### config.mk
export PLATFORM = sky130hd
export DESIGN_NAME = hilo_muldiv
export DESIGN_NICKNAME = d
export VERILOG_FILES = /design/src/rtl/hilo_muldiv.sv
export SDC_FILE = /design/constraint.sdc
export NUM_CORES = 1
export LEC_CHECK = 0
export CAP_MARGIN = 20
export CORE_MARGIN = 4
export CORE_UTILIZATION = 53
export CTS_BUF_LIST = sky130_fd_sc_hd__clkbuf_8
export CTS_CLUSTER_DIAMETER = 200
export CTS_CLUSTER_SIZE = 25
export DETAILED_ROUTE_END_ITERATION = 10
export GPL_ROUTABILITY_DRIVEN = 0
export PLACE_DENSITY = 0.79
export SYNTH_ARGS = -nofsm -noshare
export SYNTH_HDL_FRONTEND = slang
export SYNTH_SLANG_ARGS = --single-unit
### constraint.sdc
create_clock -name clock -period 4.35 [get_ports clock]
set_input_delay 0.87 -clock clock [delete_from_list [all_inputs] [get_ports clock]]
set_output_delay 0.87 -clock clock [all_outputs]
set_load 0.005 [all_outputs]
### src/rtl/hilo_muldiv.sv
// HI/LO multiply-divide unit: iterative radix-2 mult/multu/div/divu plus mthi/mtlo/mfhi/mflo.
// One operand step per cycle; the execute stage is stalled through Busy while a mul/div runs.
module hilo_muldiv #(
    parameter int DATA_W = 32
) (
    input  logic              clock,
    input  logic              reset,
    input  logic              Op_valid,
    input  logic [5:0]        Exe_opcode,
    input  logic [5:0]        Function_opcode,
    input  logic [DATA_W-1:0] Read_data_1,
    input  logic [DATA_W-1:0] Read_data_2,
    output logic [DATA_W-1:0] HI,
    output logic [DATA_W-1:0] LO,
    output logic [DATA_W-1:0] Hilo_read_data,
    output logic              Busy,
    output logic              Done
);
    localparam int CNT_W = $clog2(DATA_W);

    localparam logic [5:0] F_MULT  = 6'b011000;
    localparam logic [5:0] F_MULTU = 6'b011001;
    localparam logic [5:0] F_DIV   = 6'b011010;
    localparam logic [5:0] F_DIVU  = 6'b011011;
    localparam logic [5:0] F_MTHI  = 6'b010001;
    localparam logic [5:0] F_MTLO  = 6'b010011;
    localparam logic [5:0] F_MFHI  = 6'b010000;
    localparam logic [5:0] F_MFLO  = 6'b010010;

    typedef enum logic [1:0] {
        IDLE = 2'd0,
        CALC = 2'd1,
        FIX  = 2'd2
    } state_t;

    function automatic logic [DATA_W-1:0] magnitude(input logic signed [DATA_W-1:0] v,
                                                    input logic is_signed);
        if (is_signed && (v < 0)) return DATA_W'(-v);
        return DATA_W'(v);
    endfunction

    function automatic logic [DATA_W-1:0] apply_sign(input logic [DATA_W-1:0] v, input logic neg);
        return neg ? -v : v;
    endfunction

    function automatic logic [2*DATA_W-1:0] apply_sign_wide(input logic [2*DATA_W-1:0] v,
                                                            input logic neg);
        return neg ? -v : v;
    endfunction

    state_t              state_q, state_d;
    logic [CNT_W-1:0]    cnt_q, cnt_d;
    logic [DATA_W-1:0]   hi_q, hi_d;
    logic [DATA_W-1:0]   lo_q, lo_d;
    logic [2*DATA_W-1:0] acc_q, acc_d;
    logic [DATA_W-1:0]   b_q, b_d;
    logic                is_div_q, is_div_d;
    logic                neg_q_q, neg_q_d;
    logic                neg_r_q, neg_r_d;
    logic                dz_q, dz_d;

    logic                issue;
    logic                op_signed;
    logic [DATA_W:0]     mul_sum;
    logic [DATA_W:0]     div_rem_sh;
    logic [DATA_W:0]     div_diff;

    assign Busy = (state_q != IDLE);
    assign Done = (state_q == FIX);
    assign HI   = hi_q;
    assign LO   = lo_q;

    always_comb begin
        issue     = Op_valid && (Exe_opcode == 6'b000000) && !Busy;
        op_signed = ~Function_opcode[0];
    end

    // Datapath step: acc holds {partial product, multiplier} or {remainder, dividend/quotient}
    always_comb begin
        mul_sum    = {1'b0, acc_q[2*DATA_W-1:DATA_W]}
                   + (acc_q[0] ? {1'b0, b_q} : {(DATA_W+1){1'b0}});
        div_rem_sh = {acc_q[2*DATA_W-1:DATA_W], acc_q[DATA_W-1]};
        div_diff   = div_rem_sh - {1'b0, b_q};
    end

    always_comb begin
        state_d  = state_q;
        cnt_d    = cnt_q;
        hi_d     = hi_q;
        lo_d     = lo_q;
        acc_d    = acc_q;
        b_d      = b_q;
        is_div_d = is_div_q;
        neg_q_d  = neg_q_q;
        neg_r_d  = neg_r_q;
        dz_d     = dz_q;
        case (state_q)
            IDLE: begin
                if (issue) begin
                    case (Function_opcode)
                        F_MULT, F_MULTU, F_DIV, F_DIVU: begin
                            is_div_d = Function_opcode[1];
                            neg_q_d  = op_signed &
                                       (Read_data_1[DATA_W-1] ^ Read_data_2[DATA_W-1]);
                            neg_r_d  = op_signed & Read_data_1[DATA_W-1];
                            b_d      = magnitude(Read_data_2, op_signed);
                            if (Function_opcode[1] && (Read_data_2 == '0)) begin
                                // Divide by zero bypasses iteration with a fixed result
                                acc_d   = {Read_data_1, {DATA_W{1'b1}}};
                                dz_d    = 1'b1;
                                state_d = FIX;
                            end else begin
                                acc_d   = {{DATA_W{1'b0}}, magnitude(Read_data_1, op_signed)};
                                dz_d    = 1'b0;
                                cnt_d   = CNT_W'(DATA_W - 1);
                                state_d = CALC;
                            end
                        end
                        F_MTHI:  hi_d = Read_data_1;
                        F_MTLO:  lo_d = Read_data_1;
                        default: ;
                    endcase
                end
            end
            CALC: begin
                if (is_div_q) begin
                    if (!div_diff[DATA_W]) begin
                        acc_d = {div_diff[DATA_W-1:0], acc_q[DATA_W-2:0], 1'b1};
                    end else begin
                        acc_d = {div_rem_sh[DATA_W-1:0], acc_q[DATA_W-2:0], 1'b0};
                    end
                end else begin
                    acc_d = {mul_sum, acc_q[DATA_W-1:1]};
                end
                cnt_d = cnt_q - CNT_W'(1);
                if (cnt_q == '0) state_d = FIX;
            end
            FIX: begin
                if (dz_q) begin
                    {hi_d, lo_d} = acc_q;
                end else if (is_div_q) begin
                    lo_d = apply_sign(acc_q[DATA_W-1:0], neg_q_q);
                    hi_d = apply_sign(acc_q[2*DATA_W-1:DATA_W], neg_r_q);
                end else begin
                    {hi_d, lo_d} = apply_sign_wide(acc_q, neg_q_q);
                end
                state_d = IDLE;
            end
            default: state_d = IDLE;
        endcase
    end

    always_comb begin
        Hilo_read_data = '0;
        if (issue && (Function_opcode == F_MFHI)) begin
            Hilo_read_data = hi_q;
        end else if (issue && (Function_opcode == F_MFLO)) begin
            Hilo_read_data = lo_q;
        end
    end

    always_ff @(posedge clock or negedge reset) begin
        if (!reset) begin
            state_q <= IDLE;
            cnt_q   <= '0;
            hi_q    <= '0;
            lo_q    <= '0;
        end else begin
            state_q <= state_d;
            cnt_q   <= cnt_d;
            hi_q    <= hi_d;
            lo_q    <= lo_d;
        end
    end

    // Operand/iteration state is always rewritten at issue, so it carries no reset
    always_ff @(posedge clock) begin
        acc_q    <= acc_d;
        b_q      <= b_d;
        is_div_q <= is_div_d;
        neg_q_q  <= neg_q_d;
        neg_r_q  <= neg_r_d;
        dz_q     <= dz_d;
    end

endmodule
==> summary.txt <==
Run status
  – Status: complete, no violations

Job
  – Max_cap viols: 0

STA
  – Setup Viol. Count Final: 0
  – Count of final hold-check violations: 0
  – Hold_ws: 0.483 ns
  – Fin Setup TNS: 0 ns
  – Slew HR: 0.329
  – Clk_skew: 0.0267 ns
  – Min cycle time layout: 4.14 ns
  – Fin. max-slew vios: 0
  – Fmax: 242 MHz
  – Worst-margin pin slew: 1.01 ns
  – Fin crit share: 0.952
  – RSZ-0062 raised after global routing: false

Logic synthesis
  – Async SR Flop Fraction: 0.415
  – Post-synth top area share: 0.204
  – Post-synth EDFFs: 100
  – Synth Area per Inst: 8.56 µm²
  – Main flop type after synthesis: edfxtp_1
  – Netlist Area Pre-Place: 14700 µm²
  – Biggest area consumer among synthesized cells: edfxtp_1
  – Post-Syn Instances: 1717
  – Distinct cell type count after synthesis: 83
  – Sequential fraction of the synthesis area: 0.325
  – Post-synthesis register bit count: 171
  – Syn_nets: 1868
  – Synthesis Warnings: 0
  – Ranking of synthesized cells by area: edfxtp_1 (20%), dfrtp_1 (12%), mux2i_1 (7.7%)

Pwr
  – Worst VDD drop: 0.138 mV
  – Static Leak: 0.00697 µW
  – Power per standard cell area: 197 nW/µm²
  – Final Total Pwr: 3410 µW

Clock network
  – Post-CTS sizing: 0
  – Postcts setup bufs: 0
  – Hold Buf Count CTS: 0
  – Clock root cell: clkbuf_8
  – CTS sink count: 171
  – CTS tree: done
  – Clk buf depth: 2
  – Clk_lat worst skew: 0.50 ns
  – CTS clk-pin slew, worst paths: 0.11 ns
  – Clock H-tree levels: 4
  – TritonCTS Buffers: 17

Die
  – Core box area: 27100 µm²
  – Die H: 175 µm
  – # IOs: 177
  – Rows: 60
  – Chip Width: 175 µm
  – Initial core utilization: 0.542
  – Full die area: 30500 µm²

GRT
  – Overall Global Routing Usage: 0.295
  – Initial antenna violation count: 1
  – Largest net degree at the start of global routing: 72
  – Grt ovf: 0
  – Vias in the first global route: 13600
  – Global-route wire length before repair: 72.9 mm

Critical path
  – Crit Path Max Fanout: 32
  – Critical path class: in2out
  – CP required: 3.48 ns
  – Startpoint types: primary input
  – Crit path DAT: 3.27 ns
  – Critical path endpoint category: primary output

Routing
  – DRT Pass-1 Iters: 9
  – DRC errors left: 0
  – Via Count: 14300
  – First DRT Iteration DRCs: 1669
  – Via density: 6.34
  – DR WL/cell: 20.4 µm
  – Post-DRT Antenna Nets: 0
  – Post-Route WL: 45.9 mm

Hold path
  – Hold crit path type: in2async

Placed design
  – Placed instance count: 2223
  – # port buffers: 176
  – Dpl hpwl: 35.8 mm

Final layout
  – Antenna diodes: 0
  – Fill cell count: 2293
  – Most common cell after layout, fill and taps aside: nor2_1
  – Most frequent cells in the layout: nor2_1 (178), clkdlybuf4s50_1 (174), o21ai_0 (142), nand2_1 (128), a21oi_1 (125)
  – Final nets: 2021
  – Layout area overhead: 18.1%
  – Non-Filler Instances: 2255
  – Proportion of layout cells with a drive suffix above 1: 0.0611
[flip-flops by register name (all words and copies together), names as in the netlist]
name,count
HI,32
LO,32
state_q,2
acc_q,64
neg_r_q,1
dz_q,1
is_div_q,1
b_q,32
neg_q_q,1
cnt_q,5
[cells in the mapped netlist, types with 5 or more instances]
cell type,instances
or2_2,8
and2_1,7
a21oi_1,125
and3_1,9
nor2b_1,13
a222oi_1,5
nand3_1,32
nor2_1,181
nand2_1,129
inv_1,65
or3_1,14
nand4_1,6
o21bai_1,9
o41ai_1,9
dfrtp_1,71
o31ai_1,24
nor4_1,17
xor2_1,49
nand2b_1,14
o21ai_0,142
xnor2_1,120
nor3_1,57
edfxtp_1,100
or4_1,16
clkbuf_1,67
o21ai_1,10
a211oi_1,14
o211ai_1,11
ha_1,70
a21o_1,33
buf_1,6
a31oi_1,17
buf_2,6
mux2i_1,113
o21a_1,5
a22oi_1,55
[routing by layer]
layer / global-route usage / up-vias / routed length (µm)
met1: 0.390 / 6668 / 18400
met3: 0.0515 / 149 / 4520
met2: 0.483 / 831 / 21200
li1: - / 6638 / -
met4: 0.114 / 0 / 1700
met5: 0 / - / 0
[final timing paths]
| path | cells past startpoint | start | to | slack (ns) |
|---|---|---|---|---|
| hold reg to reg | 1 | cnt_q[0] | cnt_q[0] | 0.56 |
| hold / removal | 1 | reset | cnt_q[4] | 0.48 |
| setup / recovery | 7 | Exe_opcode[5] | Hilo_read_data[21] | 0.21 |
| min in group clock | 1 | cnt_q[0] | cnt_q[0] | 0.56 |
| max in group asynchronous | 1 | reset | LO[31] | 3.22 |
| setup reg to reg | 15 | acc_q[31] | acc_q[36] | 0.30 |
[cells by family after synthesis]
group                    Yosys count  share of synthesized area
AO/OA/AOI/OAI                    511                      0.220
adder cells (fa/ha/maj)           72                     0.0623
multiplexers                     117                     0.0800
XOR/XNOR                         169                      0.101
flip-flops                       171                      0.325
AND/OR/NAND/NOR                  526                      0.170
buffers and inverters            151                     0.0411
[worst max-delay path, stage by stage]
cell             delay, ns
clkdlybuf4s50_1       0.40
nor4b_1               0.33
nand4b_1              0.27
or4_1                 0.45
buf_4                 0.25
nor2_1                0.16
clkdlybuf4s50_1       0.51
[where the power goes]
| part | leakage (µW) | internal (µW) | total [µW] | switching, µW |
|---|---|---|---|---|
| logic | 0.00505 | 218 | 474 | 256 |
| clock network | 0.000190 | 474 | 1160 | 688 |
| registers | 0.00173 | 1750 | 1780 | 30.6 |
| total | 0.00697 | 2440 | 3410 | 975 |
[area by class of cell]
class	count	area, µm²	share of cell area
Multi-Input combinational cell	1395	9350	0.539
Sequential cell	171	4780	0.275
Tap cell	372	465	0.0268
Inverter	66	248	0.0143
Clock inverter	15	153	0.00879
Clock buffer	17	234	0.0135
Timing Repair Buffer	219	2130	0.123
[through the flow]
stage	area [µm²]	utilization	setup slack, ns
2_1_floorplan	14700	-	0.247
3_3_place_gp	17000	0.626	0.329
3_5_place_dp	17000	0.626	0.194
4_1_cts	17400	0.640	0.201
5_1_grt	17400	0.640	0.0810
6_report	17400	0.640	0.210
Note: power is estimated with default switching activity, not from simulation.
